--- src/rtl/pipeline_hazard_controller.sv ---
`default_nettype none
// ============================================================================
// Module   : pipeline_hazard_controller
// Purpose  : 5-stage pipeline hazard unit: data-memory stall/timeout, branch
//            flush and load-use bubble. Optional perf counters: HAZARD_PERF_CNT_EN
// Revision : 1.0 - initial release
// ============================================================================
module pipeline_hazard_controller #(
   parameter int MEM_TIMEOUT = 255
) (
   input  logic        clk,
   input  logic        reset,
   input  logic [4:0]  id_rs_addr,
   input  logic [4:0]  id_rt_addr,
   input  logic        id_uses_rt,
   input  logic        ex_mem_read,
   input  logic [4:0]  ex_write_reg_addr,
   input  logic        m_branch,
   input  logic        m_alu_zero,
   input  logic        m_mem_read,
   input  logic        m_mem_write,
   input  logic        mem_ready,
   output logic        pc_write,
   output logic        fd_write,
   output logic        dx_write,
   output logic        xm_write,
   output logic        fd_flush,
   output logic        dx_flush,
   output logic        xm_flush,
   output logic        mw_flush,
   output logic        pc_src,
   output logic        mem_req,
`ifdef HAZARD_PERF_CNT_EN
   output logic [15:0] stall_cycles,
   output logic [15:0] flush_count,
`endif
   output logic        mem_error
);

   localparam logic [7:0] c_TIMEOUT = 8'(MEM_TIMEOUT);

   typedef enum logic [1:0] {
      RUN      = 2'd0,
      MEM_WAIT = 2'd1,
      MEM_ERR  = 2'd2
   } state_t;

   state_t     r_state;
   state_t     w_next_state;
   logic [7:0] r_wait_cnt;
   logic [7:0] w_next_cnt;
   logic       w_mem_access;
   logic       w_branch_taken;
   logic       w_load_use;

   assign w_mem_access   = m_mem_read | m_mem_write;
   assign w_branch_taken = m_branch & m_alu_zero;
   assign w_load_use     = ex_mem_read && (ex_write_reg_addr != 5'd0) &&
                           ((ex_write_reg_addr == id_rs_addr) ||
                            (id_uses_rt && (ex_write_reg_addr == id_rt_addr)));

   always_comb begin
      pc_write     = 1'b1;
      fd_write     = 1'b1;
      dx_write     = 1'b1;
      xm_write     = 1'b1;
      fd_flush     = 1'b0;
      dx_flush     = 1'b0;
      xm_flush     = 1'b0;
      mw_flush     = 1'b0;
      pc_src       = 1'b0;
      mem_req      = 1'b0;
      mem_error    = 1'b0;
      w_next_state = r_state;
      w_next_cnt   = r_wait_cnt;
      if (!reset) begin
         case (r_state)
            RUN: begin
               mem_req = w_mem_access;
               if (w_mem_access && !mem_ready) begin
                  {pc_write, fd_write, dx_write, xm_write} = 4'b0000;
                  mw_flush     = 1'b1;
                  w_next_state = MEM_WAIT;
                  w_next_cnt   = 8'd1;
               end else if (w_branch_taken) begin
                  pc_src   = 1'b1;
                  fd_flush = 1'b1;
                  dx_flush = 1'b1;
                  xm_flush = 1'b1;
               end else if (w_load_use) begin
                  // Hold PC/IF-ID and inject one bubble into ID/EX.
                  pc_write = 1'b0;
                  fd_write = 1'b0;
                  dx_flush = 1'b1;
               end
            end
            MEM_WAIT: begin
               mem_req = 1'b1;
               if (!mem_ready) begin
                  {pc_write, fd_write, dx_write, xm_write} = 4'b0000;
                  mw_flush = 1'b1;
                  if (r_wait_cnt == c_TIMEOUT) begin
                     w_next_state = MEM_ERR;
                  end else begin
                     w_next_cnt = r_wait_cnt + 8'd1;
                  end
               end else begin
                  w_next_state = RUN;
                  w_next_cnt   = 8'd0;
               end
            end
            MEM_ERR: begin
               {pc_write, fd_write, dx_write, xm_write} = 4'b0000;
               mem_error = 1'b1;
            end
            default: begin
               w_next_state = RUN;
               w_next_cnt   = 8'd0;
            end
         endcase
      end
   end

   always_ff @(posedge clk) begin
      if (reset) begin
         r_state    <= RUN;
         r_wait_cnt <= 8'd0;
      end else begin
         r_state    <= w_next_state;
         r_wait_cnt <= w_next_cnt;
      end
   end

`ifdef HAZARD_PERF_CNT_EN
   logic [15:0] r_stall_cycles;
   logic [15:0] r_flush_count;

   always_ff @(posedge clk) begin
      if (reset) begin
         r_stall_cycles <= 16'd0;
         r_flush_count  <= 16'd0;
      end else begin
         if ((r_state != MEM_ERR) && !pc_write && (r_stall_cycles != 16'hFFFF)) begin
            r_stall_cycles <= r_stall_cycles + 16'd1;
         end
         if (pc_src && (r_flush_count != 16'hFFFF)) begin
            r_flush_count <= r_flush_count + 16'd1;
         end
      end
   end

   assign stall_cycles = r_stall_cycles;
   assign flush_count  = r_flush_count;
`endif

endmodule
`default_nettype wire
--- config.mk ---
export PLATFORM = sky130hd
export DESIGN_NAME = pipeline_hazard_controller
export DESIGN_NICKNAME = d
export VERILOG_FILES = /design/src/rtl/pipeline_hazard_controller.sv
export SDC_FILE = /design/constraint.sdc
export NUM_CORES = 1
export LEC_CHECK = 0
export CAP_MARGIN = 20
export CELL_PAD_IN_SITES_DETAIL_PLACEMENT = 1
export CELL_PAD_IN_SITES_GLOBAL_PLACEMENT = 2
export CORE_AREA = 10 10 68 84
export DETAILED_ROUTE_END_ITERATION = 16
export DIE_AREA = 0 0 78 94
export GPL_ROUTABILITY_DRIVEN = 1
export PLACE_DENSITY = 0.83
export SLEW_MARGIN = 20
export SYNTH_ARGS = -nofsm -noshare
export SYNTH_HDL_FRONTEND = slang
export SYNTH_SLANG_ARGS = --single-unit
--- constraint.sdc ---
create_clock -name clk -period 1.7 [get_ports clk]
set_input_delay 0.34 -clock clk [delete_from_list [all_inputs] [get_ports clk]]
set_output_delay 0.34 -clock clk [all_outputs]
set_load 0.1 [all_outputs]
==> impl_metrics.json <==
{
  "final_common_cell": "buf_4",
  "synth_compound_area_share_pct": 21.89,
  "cts_made_buffers": 3,
  "crit_fanout": 2,
  "synth-seq-area-share_pct": 24.84,
  "antenna_cells": 0,
  "grt_pass1_vias": 1120,
  "cts_hold_buf": 0,
  "dp.final_hpwl_mm": 2.788,
  "max_stage_delay_ns": 0.33,
  "power_density_mw_per_mm2": 571.4,
  "cp_num_buf_inv": 2,
  "coreArea_sq_mm": 0.004066,
  "crit_family": "compound AO/OA/AOI/OAI gates",
  "start_kind": "primary input",
  "gp_congestion": 0.7958,
  "cts_num_sinks": 10,
  "syn_area_sq_um": 805.8,
  "ys_ff_latch": 10,
  "grt_max_degree": 15,
  "status": "finished with violations",
  "synth_adder_area_share_pct": 1.553,
  "tightestPinTransition_ns": 0.4720,
  "cp_data_arrival_time_ns": 1.56,
  "fin_nets": 186,
  "ys_top_cells_by_area": "dfxtp_1 25%, xor2_1 9.8%, a21oi_1 5.6%, or4_1 4.7%, o21ai_0 3.7%",
  "overflow": 0,
  "crit_chain": "buf_6 -> xor2_2 -> nor4_2 -> a32oi_2 -> o31a_4 -> buf_12",
  "area_delta_synth_final_pct": 117.4,
  "drtIter0Drc": 15,
  "die_area_sq_mm": 0.007332,
  "synth_top_family_by_area": "simple AND/OR/NAND/NOR gates",
  "wl_per_cell_um": 16.75,
  "io_buffer_count": 34,
  "cap_violations": 0,
  "rows": 26,
  "peakVddDrop_mv": 0.2358,
  "root_buffer": "clkbuf_8",
  "track_usage_pct": 9.660,
  "rsz0062_at_grt": "yes",
  "antenna_found_initial": 0,
  "synth_xor_area_share_pct": 10.87,
  "insertion_delay_ns": 0.23,
  "stdcell_count": 216,
  "drc_errors": 0,
  "fmax_mhz": 525.1,
  "endpoint_kind": "output pin",
  "synth_largest_area_cell": "dfxtp_1",
  "cts_tree": "yes",
  "clk_pin_slew_ns": 0.05,
  "finalWorstPathRequiredPeriod_ns": 1.905,
  "ant_nets": 0,
  "synthCells": 102,
  "layout-drive-gt1-share_pct": 56.88,
  "hp-class": "reg -> reg",
  "hold_viol_final": 0,
  "yosys_warnings": 0,
  "slew_violations": 0,
  "fin_total_pwr_w": 0.001001,
  "synth_top_area_share_pct": 24.84,
  "num_vias": 1003,
  "timing.final.crit_share_pct": 112.0,
  "violations": "setup timing",
  "clock_skew_ns": 0.0006352,
  "firstDrtPassIters": 4,
  "timing.final.ws_setup_ns": -0.2046,
  "clockBufferDepth": 2,
  "die_w_um": 78,
  "syn_nets": 127,
  "path_class": "in -> out",
  "dieHeight_um": 94,
  "muxShareOfSynthArea_pct": 1.242,
  "boundaryPins": 35,
  "critPathSlowestCell": "o31a_4",
  "timing.max_slew.rel_slack_pct": 68.32,
  "avgSynthCellArea_sq_um": 7.900,
  "grt_pass1_wl_mm": 5.761,
  "dp_cells": 208,
  "yosysUniqueCellTypes": 37,
  "finalSetupViolCount": 6,
  "start_util_pct": 19.82,
  "cp.required_ns": 1.36,
  "wirelength_mm": 3.618,
  "post-route-util_pct": 43.08,
  "final_cell_mix": "22 x buf_4, 12 x buf_12, 10 x buf_6",
  "routed_via_density": 4.644,
  "cts.htree.levels": 1,
  "p_leak_nw": 0.7027,
  "synthSimpleGateAreaFrac_pct": 29.97
}
[stage by stage]
| stage | hold WS (ns) | worst slack, ns | area (sq um) | TNS [ns] |
|---|---|---|---|---|
| floorplan | 0.4602 | -0.5341 | 919.6 | -2.648 |
| global placement | 0.4779 | -0.6560 | 1564 | -6.900 |
| detailed placement | 0.4930 | -0.7744 | 1564 | -7.793 |
| CTS | 0.5024 | -0.2689 | 1697 | -0.9583 |
| global route | 0.5324 | -0.2702 | 1752 | -1.189 |
| finish | 0.5069 | -0.2046 | 1752 | -0.7579 |
[layer usage]
metal	track usage [%]	wire length (um)
met4	1.796	0
met1	10.01	1447
met5	0	0
met3	1.437	141
met2	19.74	2030
[worst paths after layout]
check                 from       endpoint  slack, ns  cells past startpoint
max          id_rt_addr[1]       pc_write      -0.20                      6
min          r_wait_cnt[6]  r_wait_cnt[6]       0.51                      2
max reg2reg     r_state[0]  r_wait_cnt[5]       0.04                      6
min reg2reg  r_wait_cnt[6]  r_wait_cnt[6]       0.51                      2
[Yosys cell counts]
library cell,n
nand2b_1,1
or3_1,1
a41oi_1,1
nor4_1,3
nor3_1,5
or4_1,5
nor3b_4,1
o21ai_0,6
nand3_1,2
o21a_1,1
a32oi_1,1
dfxtp_1,10
buf_4,4
xor2_1,9
nor3b_1,1
xnor2_1,1
buf_2,2
o21bai_1,1
o31ai_1,4
or2_2,2
ha_1,1
and3_2,1
or4b_1,1
nand2_1,6
and3_4,1
a31oi_1,1
mux2i_1,1
a21oi_1,9
clkbuf_1,1
nand4_1,2
inv_1,3
o211ai_1,2
a21o_2,1
nor2_1,7
buf_6,2
o31a_1,1
and4_1,1
[cell type report]
cell class / instances / area [sq um]
clock buffer: 4 / 55.05
fill: 458 / 2315
inverter: 3 / 11.26
multi-input combinational: 80 / 723.2
sequential: 10 / 207.7
tap: 56 / 70.07
timing repair buffer: 63 / 684.4
[logic make-up after synthesis]
family | Yosys count
multiplexers | 1
adder cells (fa/ha/maj) | 1
flip-flops | 10
buffers and inverters | 12
AND/OR/NAND/NOR | 40
AO/OA/AOI/OAI | 28
XOR/XNOR | 10
[state kept, by name, indices dropped and copies added (netlist names)]
name,cells
r_wait_cnt,8
r_state,2
[worst min-delay path: stages, from the launching register on]
cell     delay, ns
dfxtp_1       0.33
o31ai_1       0.07
a21oi_1       0.06
[power by group]
group          total (W)  internal [W]  leakage [nW]  switching, W
combinational   0.000462      0.000208         0.591      0.000254
clock           0.000296      0.000203        0.0288     0.0000921
sequential      0.000243      0.000239        0.0825    0.00000482
total            0.00100      0.000650         0.703      0.000351
[what timing repair did]
action / CTS / global route
pin swaps: 19 / 8
cloned: 0 / 0
buffers inserted: 3 / 3
endpoints found under the setup margin: 18 / 10
resized for setup: 79 / 15
Note: power is estimated with default switching activity, not from simulation.
